--- config.mk ---
export PLATFORM = sky130hd
export DESIGN_NAME = fetch_sequencer_flat
export DESIGN_NICKNAME = d
export VERILOG_FILES = /design/src/rtl/fetch_sequencer_pkg.sv /design/src/rtl/fetch_sequencer_if.sv /design/src/rtl/fetch_sequencer_pc_unit.sv /design/src/rtl/fetch_sequencer.sv /design/src/flat_wrapper.sv
export SDC_FILE = /design/constraint.sdc
export NUM_CORES = 1
export LEC_CHECK = 0
export ABC_AREA = 1
export CAP_MARGIN = 20
export CORE_MARGIN = 2
export CORE_UTILIZATION = 42
export DETAILED_ROUTE_END_ITERATION = 6
export PLACE_DENSITY_LB_ADDON = 0.2
export SLEW_MARGIN = 5
export SYNTH_ARGS = -nofsm -noshare
export SYNTH_HDL_FRONTEND = slang
export SYNTH_SLANG_ARGS = --single-unit
--- constraint.sdc ---
create_clock -name clk_i -period 1.28 [get_ports clk_i]
set_input_delay 0.128 -clock clk_i [delete_from_list [all_inputs] [get_ports clk_i]]
set_output_delay 0.128 -clock clk_i [all_outputs]
set_load 0.02 [all_outputs]
--- src/rtl/fetch_sequencer_pkg.sv ---
// fetch_sequencer_pkg: shared state enumeration, HALT opcode and default widths
// for the fetch sequencer. No ports; imported by the interface, pc_unit and the
// top.
package fetch_sequencer_pkg;
  localparam int PC_W_DEF = 8;
  localparam int INSTR_W_DEF = 16;
  localparam int TIMEOUT_DEF = 15;
  localparam logic [3:0] HALT_OP = 4'hF;
  typedef enum logic [2:0] {S_IDLE, S_FETCH, S_DECODE, S_EXECUTE, S_HALT} state_t;
endpackage

--- src/rtl/fetch_sequencer_if.sv ---
// fetch_sequencer_if: bundle of the sequencer's control, memory and execute
// signals.
// Signal names carry the sequencer's point of view (_i into it, _o out of it).
// slave  : the sequencer itself.
// master : the environment (memory, execution unit, controller).
interface fetch_sequencer_if
  import fetch_sequencer_pkg::*;
#(
  parameter int PC_W = PC_W_DEF,
  parameter int INSTR_W = INSTR_W_DEF
);
  logic start_i, mem_ack_i, exec_done_i, branch_taken_i;
  logic [INSTR_W-1:0] mem_rdata_i, instr_o;
  logic [PC_W-1:0] branch_target_i, mem_addr_o, pc_o;
  logic mem_req_o, instr_valid_o, halted_o, fault_o;
  modport slave (
    input  start_i, mem_ack_i, mem_rdata_i, exec_done_i, branch_taken_i, branch_target_i,
    output mem_req_o, mem_addr_o, instr_o, instr_valid_o, pc_o, halted_o, fault_o
  );
  modport master (
    output start_i, mem_ack_i, mem_rdata_i, exec_done_i, branch_taken_i, branch_target_i,
    input  mem_req_o, mem_addr_o, instr_o, instr_valid_o, pc_o, halted_o, fault_o
  );
endinterface

--- src/rtl/fetch_sequencer_pc_unit.sv ---
// pc_unit: program counter register with increment (wrapping), branch load
// and asynchronous reset to zero.
// Ports: clk_i, rst_i (async, active high), en_i (update this cycle),
// load_i (1: take target_i, 0: increment), target_i, pc_o.
module pc_unit
  import fetch_sequencer_pkg::*;
#(
  parameter int W = PC_W_DEF
) (
  input  logic         clk_i,
  input  logic         rst_i,
  input  logic         en_i,
  input  logic         load_i,
  input  logic [W-1:0] target_i,
  output logic [W-1:0] pc_o
);
  logic [W-1:0] pc_q, pc_d;
  // W-bit addition wraps modulo 2^W on its own
  assign pc_d = load_i ? target_i : pc_q + 1'b1;
  assign pc_o = pc_q;
  always_ff @(posedge clk_i or posedge rst_i)
    if (rst_i) pc_q <= '0;
    else if (en_i) pc_q <= pc_d;
endmodule

--- src/rtl/fetch_sequencer.sv ---
// fetch_sequencer: IDLE/FETCH/DECODE/EXECUTE/HALT instruction sequencer.
// Ports: clk_i, reset_i (async, active high), bus (fetch_sequencer_if.slave):
//   start_i, mem_req_o/mem_addr_o/mem_ack_i/mem_rdata_i (instruction read),
//   instr_o/instr_valid_o (decoded instruction, one-cycle pulse),
//   exec_done_i/branch_taken_i/branch_target_i (execute completion),
//   pc_o, halted_o, fault_o.
// Build option: FETCH_TIMEOUT_EN adds a fetch watchdog of TIMEOUT cycles that
// sets the sticky fault flag and halts; without it fault_o is tied to 0.
module fetch_sequencer
  import fetch_sequencer_pkg::*;
#(
  parameter int PC_W = PC_W_DEF,
  parameter int INSTR_W = INSTR_W_DEF,
  parameter int TIMEOUT = TIMEOUT_DEF
) (
  input logic clk_i,
  input logic reset_i,
  fetch_sequencer_if.slave bus
);
  state_t state_q;
  logic [INSTR_W-1:0] instr_q;
  logic mem_req_q, instr_valid_q, halted_q;
  logic [PC_W-1:0] pc;
  logic pc_en;
  // exec_done/branch are only meaningful while executing
  assign pc_en = state_q == S_EXECUTE && bus.exec_done_i;
  pc_unit #(.W(PC_W)) u_pc (
    .clk_i(clk_i),
    .rst_i(reset_i),
    .en_i(pc_en),
    .load_i(bus.branch_taken_i),
    .target_i(bus.branch_target_i),
    .pc_o(pc)
  );
`ifdef FETCH_TIMEOUT_EN
  localparam int CW = $clog2(TIMEOUT + 1);
  logic [CW-1:0] cnt_q;
  logic fault_q;
  always_ff @(posedge clk_i or posedge reset_i)
    if (reset_i) begin
      state_q <= S_IDLE;
      instr_q <= '0;
      mem_req_q <= 1'b0;
      instr_valid_q <= 1'b0;
      halted_q <= 1'b0;
      fault_q <= 1'b0;
      cnt_q <= '0;
    end else begin
      instr_valid_q <= 1'b0;
      case (state_q)
        S_IDLE: if (bus.start_i) begin
          state_q <= S_FETCH;
          mem_req_q <= 1'b1;
          cnt_q <= '0;
        end
        // mem_ack wins over a watchdog expiring in the same cycle
        S_FETCH: if (bus.mem_ack_i) begin
          instr_q <= bus.mem_rdata_i;
          state_q <= S_DECODE;
          mem_req_q <= 1'b0;
          instr_valid_q <= 1'b1;
        end else if (cnt_q == CW'(TIMEOUT - 1)) begin
          state_q <= S_HALT;
          mem_req_q <= 1'b0;
          halted_q <= 1'b1;
          fault_q <= 1'b1;
        end else cnt_q <= cnt_q + 1'b1;
        S_DECODE: begin
          state_q <= instr_q[INSTR_W-1 -: 4] == HALT_OP ? S_HALT : S_EXECUTE;
          halted_q <= instr_q[INSTR_W-1 -: 4] == HALT_OP;
        end
        S_EXECUTE: if (bus.exec_done_i) begin
          state_q <= S_FETCH;
          mem_req_q <= 1'b1;
          cnt_q <= '0;
        end
        default: ;
      endcase
    end
  assign bus.fault_o = fault_q;
`else
  always_ff @(posedge clk_i or posedge reset_i)
    if (reset_i) begin
      state_q <= S_IDLE;
      instr_q <= '0;
      mem_req_q <= 1'b0;
      instr_valid_q <= 1'b0;
      halted_q <= 1'b0;
    end else begin
      instr_valid_q <= 1'b0;
      case (state_q)
        S_IDLE: if (bus.start_i) begin
          state_q <= S_FETCH;
          mem_req_q <= 1'b1;
        end
        S_FETCH: if (bus.mem_ack_i) begin
          instr_q <= bus.mem_rdata_i;
          state_q <= S_DECODE;
          mem_req_q <= 1'b0;
          instr_valid_q <= 1'b1;
        end
        S_DECODE: begin
          state_q <= instr_q[INSTR_W-1 -: 4] == HALT_OP ? S_HALT : S_EXECUTE;
          halted_q <= instr_q[INSTR_W-1 -: 4] == HALT_OP;
        end
        S_EXECUTE: if (bus.exec_done_i) begin
          state_q <= S_FETCH;
          mem_req_q <= 1'b1;
        end
        default: ;
      endcase
    end
  assign bus.fault_o = 1'b0;
`endif
  assign bus.mem_req_o = mem_req_q;
  assign bus.mem_addr_o = pc;
  assign bus.pc_o = pc;
  assign bus.instr_o = instr_q;
  assign bus.instr_valid_o = instr_valid_q;
  assign bus.halted_o = halted_q;
endmodule

--- src/flat_wrapper.sv ---
// flat-port wrapper written by rule: the top's interface ports become plain ports
module fetch_sequencer_flat import fetch_sequencer_pkg::*;
#(
  parameter int PC_W = PC_W_DEF,
  parameter int INSTR_W = INSTR_W_DEF,
  parameter int TIMEOUT = TIMEOUT_DEF
)
  (clk_i, reset_i, bus_start_i, bus_mem_ack_i, bus_mem_rdata_i, bus_exec_done_i, bus_branch_taken_i, bus_branch_target_i, bus_mem_req_o, bus_mem_addr_o, bus_instr_o, bus_instr_valid_o, bus_pc_o, bus_halted_o, bus_fault_o);
  fetch_sequencer_if #(.PC_W(PC_W), .INSTR_W(INSTR_W)) bus_i ();
  input logic clk_i;
  input logic reset_i;
  input wire logic [$bits(bus_i.start_i)-1:0] bus_start_i;
  input wire logic [$bits(bus_i.mem_ack_i)-1:0] bus_mem_ack_i;
  input wire logic [$bits(bus_i.mem_rdata_i)-1:0] bus_mem_rdata_i;
  input wire logic [$bits(bus_i.exec_done_i)-1:0] bus_exec_done_i;
  input wire logic [$bits(bus_i.branch_taken_i)-1:0] bus_branch_taken_i;
  input wire logic [$bits(bus_i.branch_target_i)-1:0] bus_branch_target_i;
  output wire logic [$bits(bus_i.mem_req_o)-1:0] bus_mem_req_o;
  output wire logic [$bits(bus_i.mem_addr_o)-1:0] bus_mem_addr_o;
  output wire logic [$bits(bus_i.instr_o)-1:0] bus_instr_o;
  output wire logic [$bits(bus_i.instr_valid_o)-1:0] bus_instr_valid_o;
  output wire logic [$bits(bus_i.pc_o)-1:0] bus_pc_o;
  output wire logic [$bits(bus_i.halted_o)-1:0] bus_halted_o;
  output wire logic [$bits(bus_i.fault_o)-1:0] bus_fault_o;
  assign bus_i.start_i = bus_start_i;
  assign bus_i.mem_ack_i = bus_mem_ack_i;
  assign bus_i.mem_rdata_i = bus_mem_rdata_i;
  assign bus_i.exec_done_i = bus_exec_done_i;
  assign bus_i.branch_taken_i = bus_branch_taken_i;
  assign bus_i.branch_target_i = bus_branch_target_i;
  assign bus_mem_req_o = bus_i.mem_req_o;
  assign bus_mem_addr_o = bus_i.mem_addr_o;
  assign bus_instr_o = bus_i.instr_o;
  assign bus_instr_valid_o = bus_i.instr_valid_o;
  assign bus_pc_o = bus_i.pc_o;
  assign bus_halted_o = bus_i.halted_o;
  assign bus_fault_o = bus_i.fault_o;
  fetch_sequencer #(.PC_W(PC_W), .INSTR_W(INSTR_W), .TIMEOUT(TIMEOUT)) u_core (.clk_i(clk_i), .reset_i(reset_i), .bus(bus_i));
endmodule
==> flow_summary_export.csv, run 1 <==
group,metric,value,unit
grt,met2_usage,31.0,%
grt,use_met1,23.2,%
worst_setup_path,startpoint,"u_core.u_pc.pc_o[0]$_DFFE_PP0P_",
pwr,p_switching,0.00238,W
grt,antenna_found_initial,0,
synthesis,synth_fp_nets,232,
pwr,vdd_ir_drop_max,1.20,mV
grt,grt_max_degree,31,
clock_tree,root_buffer,"clkbuf_4",
pwr,p_seq_share,31.7,%
synthesis,ys_types,23,
worst_setup_path,critPathArrivalTime,1110,ps
clock_tree,clkLatencyLatePin,330,ps
worst_setup_path,worst-setup-path-type,"reg -> out",
pwr,pwr-share-comb,50.3,%
synthesis,synthCells,201,
detailed_routing,drtPass1Iterations,4,
die,start_util,44.5,%
die,die_w,64.2,um
clock_tree,cts.clk_slew.worst_paths,110,ps
worst_setup_path,cp_num_cells,1,
layout,drive_gt1_share,14.4,%
detailed_routing,drt_iter0_markers,67,
worst_setup_path,slowest_stage,"dfrtp_1",
timing,finalWorstSetupSlack,38.4,ps
place,dp.final_hpwl,2450,um
timing,min_period,1240,ps
detailed_routing,wirelength,3390,um
place,dp_cells,307,
timing,clock_skew,14.3,ps
detailed_routing,remaining_drc_errors,0,
pwr,powerDensity,2430,nW/um2
die,die_h,64.2,um
worst_setup_path,ff2ff_path_depth,5,
worst_setup_path,endpoint_kind,"primary output",
worst_setup_path,crit_chain,"dlygate4sd2_1",
layout,nets,301,
layout,area_growth,50.7,%
timing,slew_violations,0,
grt,grt_pass1_wl,6130,um
layout,final_cell_mix,"89 x nand2_1, 29 x clkdlybuf4s50_1, 28 x dfrtp_1",
worst_setup_path,critPathLaunchType,"register",
grt,met3_usage,6.69,%
pwr,swShare,42.9,%
timing,setup_violations,0,
run_status,outcome,"complete, no violations",
worst_setup_path,cp_top_family,"flip-flops",
worst_setup_path,rrSetupSlack,60,ps
layout,layout.cells.non_filler,317,
job,drv_cap,0,
grt,grt.overflow.total,0,
synthesis,syn_area,1520,um2
grt,grt_usage,19.1,%
worst_setup_path,crit_fanout,6,
die,core,3420,um2
die,pin_count,66,
synthesis,synth-seq-cells,30,
detailed_routing,drt-wirelength-per-cell,10.7,um
layout,antennaDiodeCount,0,
min_path,timing.hold.worst.class,"in -> async",
timing,final.period_utilization,97.0,%
pwr,p_int,0.00318,W
synthesis,yosysSeqAreaShare,49.4,%
worst_setup_path,crit_buf_inv,1,
timing,finalHoldViolCount,0,
detailed_routing,vias,1454,
worst_setup_path,r2r-start,"u_core.u_pc.pc_o[0]$_DFFE_PP0P_",
pwr,leakage,1.24,nW
detailed_routing,ant_nets,0,
timing,rsz0062_at_grt,"yes",
clock_tree,cts_tree,"yes",
worst_setup_path,cp-endpoint,"bus_mem_addr_o[0]",
place,globalplace.congestion,0.838,
detailed_routing,vias_per_cell,4.59,
pwr,power.clock.fraction,18.0,%
clock_tree,cts-htree-levels,2,
place,numPortBuffers,64,
grt,top_usage_layer,"met2",
synthesis,ys.warnings.count,0,
timing,max_freq,805,MHz
worst_setup_path,regToRegEndpoint,"u_core.u_pc.pc_o[2]$_DFFE_PP0P_",
clock_tree,cts_buffer_depth,2,
worst_setup_path,critPathMaxStageDelay,440,ps
die,num_rows,21,
grt,grt_pass1_vias,1410,
synthesis,syn_avg_cell_area,7.56,um2
place,place_ws,-52.8,ps
clock_tree,clock-sinks,30,
clock_tree,cts-buffers-inserted,5,
layout,final_common_cell,"nand2_1",
die,dieArea,4120,um2
worst_setup_path,cp.required,1150,ps
-- layer usage --
| metal | up-vias | share of wire, % |
|---|---|---|
| met5 | - | 0 |
| met4 | 0 | 1.5 |
| li1 | 752 | - |
| met3 | 6 | 8.8 |
| met1 | 632 | 43 |
| met2 | 64 | 46 |
-- cell usage after synthesis --
cell type / count / area share (%)
inv_4: 1 / 0.41
o31ai_1: 1 / 0.49
nor2_1: 18 / 4.4
o21ai_0: 7 / 2.3
nand2_2: 2 / 0.82
nand4_1: 1 / 0.41
conb_1: 1 / 0.25
or2_2: 1 / 0.41
buf_4: 10 / 4.9
inv_1: 10 / 2.5
nor2_2: 2 / 0.82
inv_2: 3 / 0.74
buf_6: 1 / 0.74
nand2_1: 89 / 22
dfrtp_1: 30 / 49
ha_1: 1 / 0.82
nand2_4: 1 / 0.74
nor3_2: 1 / 0.66
o22ai_1: 1 / 0.41
a21oi_1: 8 / 2.6
nand3b_1: 1 / 0.49
nand3_1: 10 / 3.3
buf_2: 1 / 0.33
-- how the worst min path moves through the flow --
| stage | startpoint | to | slack [ps] | cells after the start |
|---|---|---|---|---|
| 2_1_floorplan | reset_i | u_core.bus.halted_o$_DFFE_PP0P_ | 220 | 1 |
| 3_3_place_gp | u_core.bus.instr_o[11]$_DFFE_PP0P_ | u_core.bus.instr_o[11]$_DFFE_PP0P_ | 460 | 2 |
| 3_5_place_dp | u_core.bus.instr_o[11]$_DFFE_PP0P_ | u_core.bus.instr_o[11]$_DFFE_PP0P_ | 460 | 2 |
| 4_1_cts | reset_i | u_core.bus.mem_req_o$_DFFE_PP0P_ | 110 | 3 |
| 5_1_grt | reset_i | u_core.bus.mem_req_o$_DFFE_PP0P_ | 140 | 3 |
| 6_report | reset_i | u_core.bus.mem_req_o$_DFFE_PP0P_ | 110 | 3 |
-- cell type report --
class | count | area (um2)
clock buffer | 6 | 51.3
clock inverter | 2 | 60.1
fill | 313 | 1120
inverter | 14 | 57.6
multi-input combinational | 145 | 628
sequential | 30 | 753
tap | 46 | 57.6
timing repair buffer | 74 | 683
-- through the flow --
step	cell area, um2	util [%]	hold WS (ps)	total power [W]	TNS [ps]
floorplan	1520	-	219	0.00358	0
global placement	2220	65.1	461	0.00485	-18.2
detailed placement	2220	65.1	465	0.00490	-76.0
CTS	2290	67.1	108	0.00554	0
global route	2290	67.1	138	0.00602	-36.6
finish	2290	67.1	115	0.00556	0
-- logic make-up after synthesis --
family	share of synthesized area [%]
and+or+nand+nor	34.1
other	0.247
buffers and inverters	9.63
adders and majority gates	0.823
DFF	49.4
AOI/OAI and AO/OA	5.84
-- state kept, by name, summed over array words and instances, names as in the netlist --
signal and cells:
u_core.bus.halted_o 1, u_core.bus.instr_valid_o 1, u_core.bus.mem_req_o 1, u_core.bus.instr_o 16
u_core.state_q 3, u_core.u_pc.pc_o 8
-- power by group through the flow --
stage	logic (W)	clock network, W	registers [W]
after CTS	0.00278	0.00102	0.00174
after global routing	0.00311	0.00108	0.00183
after global placement	0.00309	0	0.00176
after detailed placement	0.00313	0	0.00177
final	0.00280	0.00100	0.00176
after floorplan	0.00136	0	0.00222
-- what timing repair did --
| action | CTS | global route |
|---|---|---|
| setup buffers | 0 | 2 |
| endpoints found under the setup margin | 35 | 27 |
| hold buffers | 0 | 0 |
| pin swaps | 0 | 1 |
| gates resized for setup | 35 | 25 |
No activity file was read; power rests on OpenSTA's default activity.
==> run 2, diff against run 1 <==
Settings changed: ABC_AREA 1 to unset, CTS_CLUSTER_DIAMETER set to 80.
==> run 2 against run 1 <==
Compared with the run above: the flow now finishes with violations (setup timing); first-iteration DRC count down 15%; synthesized cell count down 35%; clock skew down 8.3 ps; via count down 12%; synthesized area up 2.3%; die area up 2.2%; routed wire length up 10%; clock power down 30%; cell count down 21%; design area up 5.8%; critical path depth up 3.
==> flow_summary_export.csv, run 2 <==
group,metric,value,unit
layout,final_cell_mix,"35 x dlygate4sd2_1, 29 x clkdlybuf4s50_1, 26 x dfrtp_1",
timing,setup_violations,24,
clock_tree,cts-buffers-inserted,5,
worst_setup_path,slowest_stage,"dfrtp_2",
pwr,power.total,0.00578,W
synthesis,synth_area_leader_cell,"dfrtp_1",
synthesis,synth_top_area_share,48.3,%
die,start_util,43.1,%
clock_tree,cts_tree,"yes",
layout,antennaDiodeCount,0,
grt,antenna_found_initial,0,
synthesis,synth_compound_area_share,12.0,%
clock_tree,clkLatencyLatePin,280,ps
synthesis,ys.warnings.count,0,
worst_setup_path,critPathArrivalTime,1570,ps
layout,drive_gt1_share,29.9,%
die,die_w,64.9,um
detailed_routing,drt_iter0_markers,57,
timing,finalHoldViolCount,0,
synthesis,synthArstFlopShare,100,%
synthesis,synthAdderAreaFrac,0.805,%
grt,grt_pass1_vias,1248,
pwr,leakage,1.12,nW
synthesis,synth_common_cells,"30 x dfrtp_1, 11 x buf_4, 9 x mux2_2, 9 x mux2_4, 8 x nor2_1",
timing,min_period,1350,ps
layout,nets,235,
pwr,vdd_ir_drop_max,1.12,mV
grt,grt_pass1_wl,5740,um
worst_setup_path,crit_fanout,7,
timing,max_freq,740,MHz
detailed_routing,remaining_drc_errors,0,
place,numPortBuffers,64,
grt,grt_max_degree,22,
grt,grt.overflow.total,0,
clock_tree,root_buffer,"clkbuf_8",
worst_setup_path,crit_chain,"and4b_2 -> buf_12 -> mux2_4 -> nand3_2",
timing,rsz0062_at_grt,"yes",
pwr,powerDensity,2380,nW/um2
detailed_routing,drt-wirelength-per-cell,14.8,um
die,die_h,64.9,um
clock_tree,cts.clk_slew.worst_paths,60,ps
synthesis,synthCells,130,
synthesis,synthFlopType,"dfrtp_1",
clock_tree,cts_buffer_depth,2,
detailed_routing,vias,1276,
synthesis,synth_xor_xnor_area_share,0,%
synthesis,ys_types,38,
layout,largest_reg_flops,16,
timing,finalWorstSetupSlack,-71.9,ps
run_status,outcome,"complete, but fails checks",
synthesis,synth-seq-cells,30,
synthesis,syn_avg_cell_area,12.0,um2
place,dp.final_hpwl,2640,um
die,core,3610,um2
detailed_routing,ant_nets,0,
job,drv_cap,0,
worst_setup_path,critPathMaxStageDelay,440,ps
grt,grt_usage,18.4,%
die,pin_count,66,
layout,area_growth,55.9,%
min_path,timing.hold.worst.class,"in -> async",
detailed_routing,drtPass1Iterations,5,
clock_tree,clock-sinks,30,
place,place_ws,-268,ps
synthesis,synth_fp_nets,161,
run_status,violations,"setup timing",
clock_tree,cts-htree-levels,2,
synthesis,yosys.cell_count.top_type,"dfrtp_1",
timing,tns,-578,ps
worst_setup_path,worst-setup-path-type,"reg -> reg",
synthesis,synth_edf_count,0,
detailed_routing,vias_per_cell,5.06,
worst_setup_path,cp.required,1500,ps
place,globalplace.congestion,0.770,
synthesis,synth_simple_gate_area_share,12.0,%
synthesis,synth_top_family_by_area,"multiplexers",
timing,clock_skew,5.97,ps
synthesis,ys_top_cells_by_area,"dfrtp_1 48%, mux2_4 8.7%, mux2_2 6.5%",
layout,final_common_cell,"dlygate4sd2_1",
timing,final.period_utilization,106,%
worst_setup_path,critPathLaunchType,"register",
synthesis,synth.mux.area_fraction,16.5,%
timing,slew_violations,0,
die,dieArea,4210,um2
layout,final_cell_area,2420,um2
worst_setup_path,endpoint_kind,"register",
synthesis,yosysSeqAreaShare,48.3,%
synthesis,syn_area,1560,um2
die,num_rows,22,
place,dpl-instance-area,2260,um2
clock_tree,cts_hold_buf,0,
detailed_routing,wirelength,3740,um
-- run 2: worst max-delay path: cells and delay by family, from the launching register on --
family | cells | cell delay (ps)
flip-flops | 1 | 440
buffers and inverters | 1 | 130
multiplexers | 1 | 300
AND/OR/NAND/NOR | 2 | 420
-- run 2: cell type report --
class / count / area (um2)
timing repair buffer: 84 / 797
multi-input combinational: 79 / 718
inverter: 4 / 15.0
tap: 48 / 60.1
fill: 300 / 1180
sequential: 30 / 756
clock inverter: 2 / 10.0
clock buffer: 5 / 68.8
-- run 2: per-stage QoR --
step	utilization (%)	instances	hold WS [ps]
3_5_place_dp	62.7	239	449
2_1_floorplan	-	130	219
4_1_cts	65.3	248	144
5_1_grt	67.2	252	162
3_3_place_gp	62.7	239	437
6_report	67.2	252	149
-- run 2: kinds of logic after synthesis --
| logic type | Yosys count |
|---|---|
| AOI/OAI and AO/OA | 27 |
| adders and majority gates | 1 |
| buffers and inverters | 21 |
| DFF | 30 |
| muxes | 20 |
| other | 1 |
| and+or+nand+nor | 30 |
-- run 2: per-layer routing --
metal	share of wire [%]	GRT usage, %	wire [um]
met1	39	19.8	1470
met2	53	32.5	1980
met3	5.6	6.08	211
met4	1.9	7.98	71
met5	0	0	0
-- run 2: where the power goes --
part / internal, W / total (W) / switching (W)
Sequential: 0.00142 / 0.00182 / 0.000408
Clock: 0.000363 / 0.000700 / 0.000337
Combinational: 0.00171 / 0.00325 / 0.00154
Total: 0.00349 / 0.00578 / 0.00229
-- run 2: what timing repair did --
| item | in CTS | in global routing |
|---|---|---|
| setup buffers | 2 | 3 |
| pin swaps | 0 | 9 |
| gates resized for setup | 47 | 8 |
| hold endpoints to repair | 0 | 0 |
| setup endpoints to repair | 60 | 26 |
| gates cloned | 0 | 1 |
-- run 2: path summary, 6_finish.rpt --
kind                                                         from                                 to  slack [ps]  cells after the start
worst max-delay path                u_core.state_q[2]$_DFFE_PP0P_    u_core.u_pc.pc_o[5]$_DFFE_PP0P_         -70                      4
worst min-delay path                                      reset_i    u_core.bus.halted_o$_DFFE_PP0P_         150                      3
worst max register to register      u_core.state_q[2]$_DFFE_PP0P_    u_core.u_pc.pc_o[5]$_DFFE_PP0P_         -70                      4
worst min register to register  u_core.bus.instr_o[9]$_DFFE_PP0P_  u_core.bus.instr_o[9]$_DFFE_PP0P_         510                      1
max in group asynchronous                                 reset_i    u_core.u_pc.pc_o[1]$_DFFE_PP0P_         840                      3
min in group clk_i                             bus_mem_rdata_i[9]  u_core.bus.instr_o[9]$_DFFE_PP0P_         460                      2
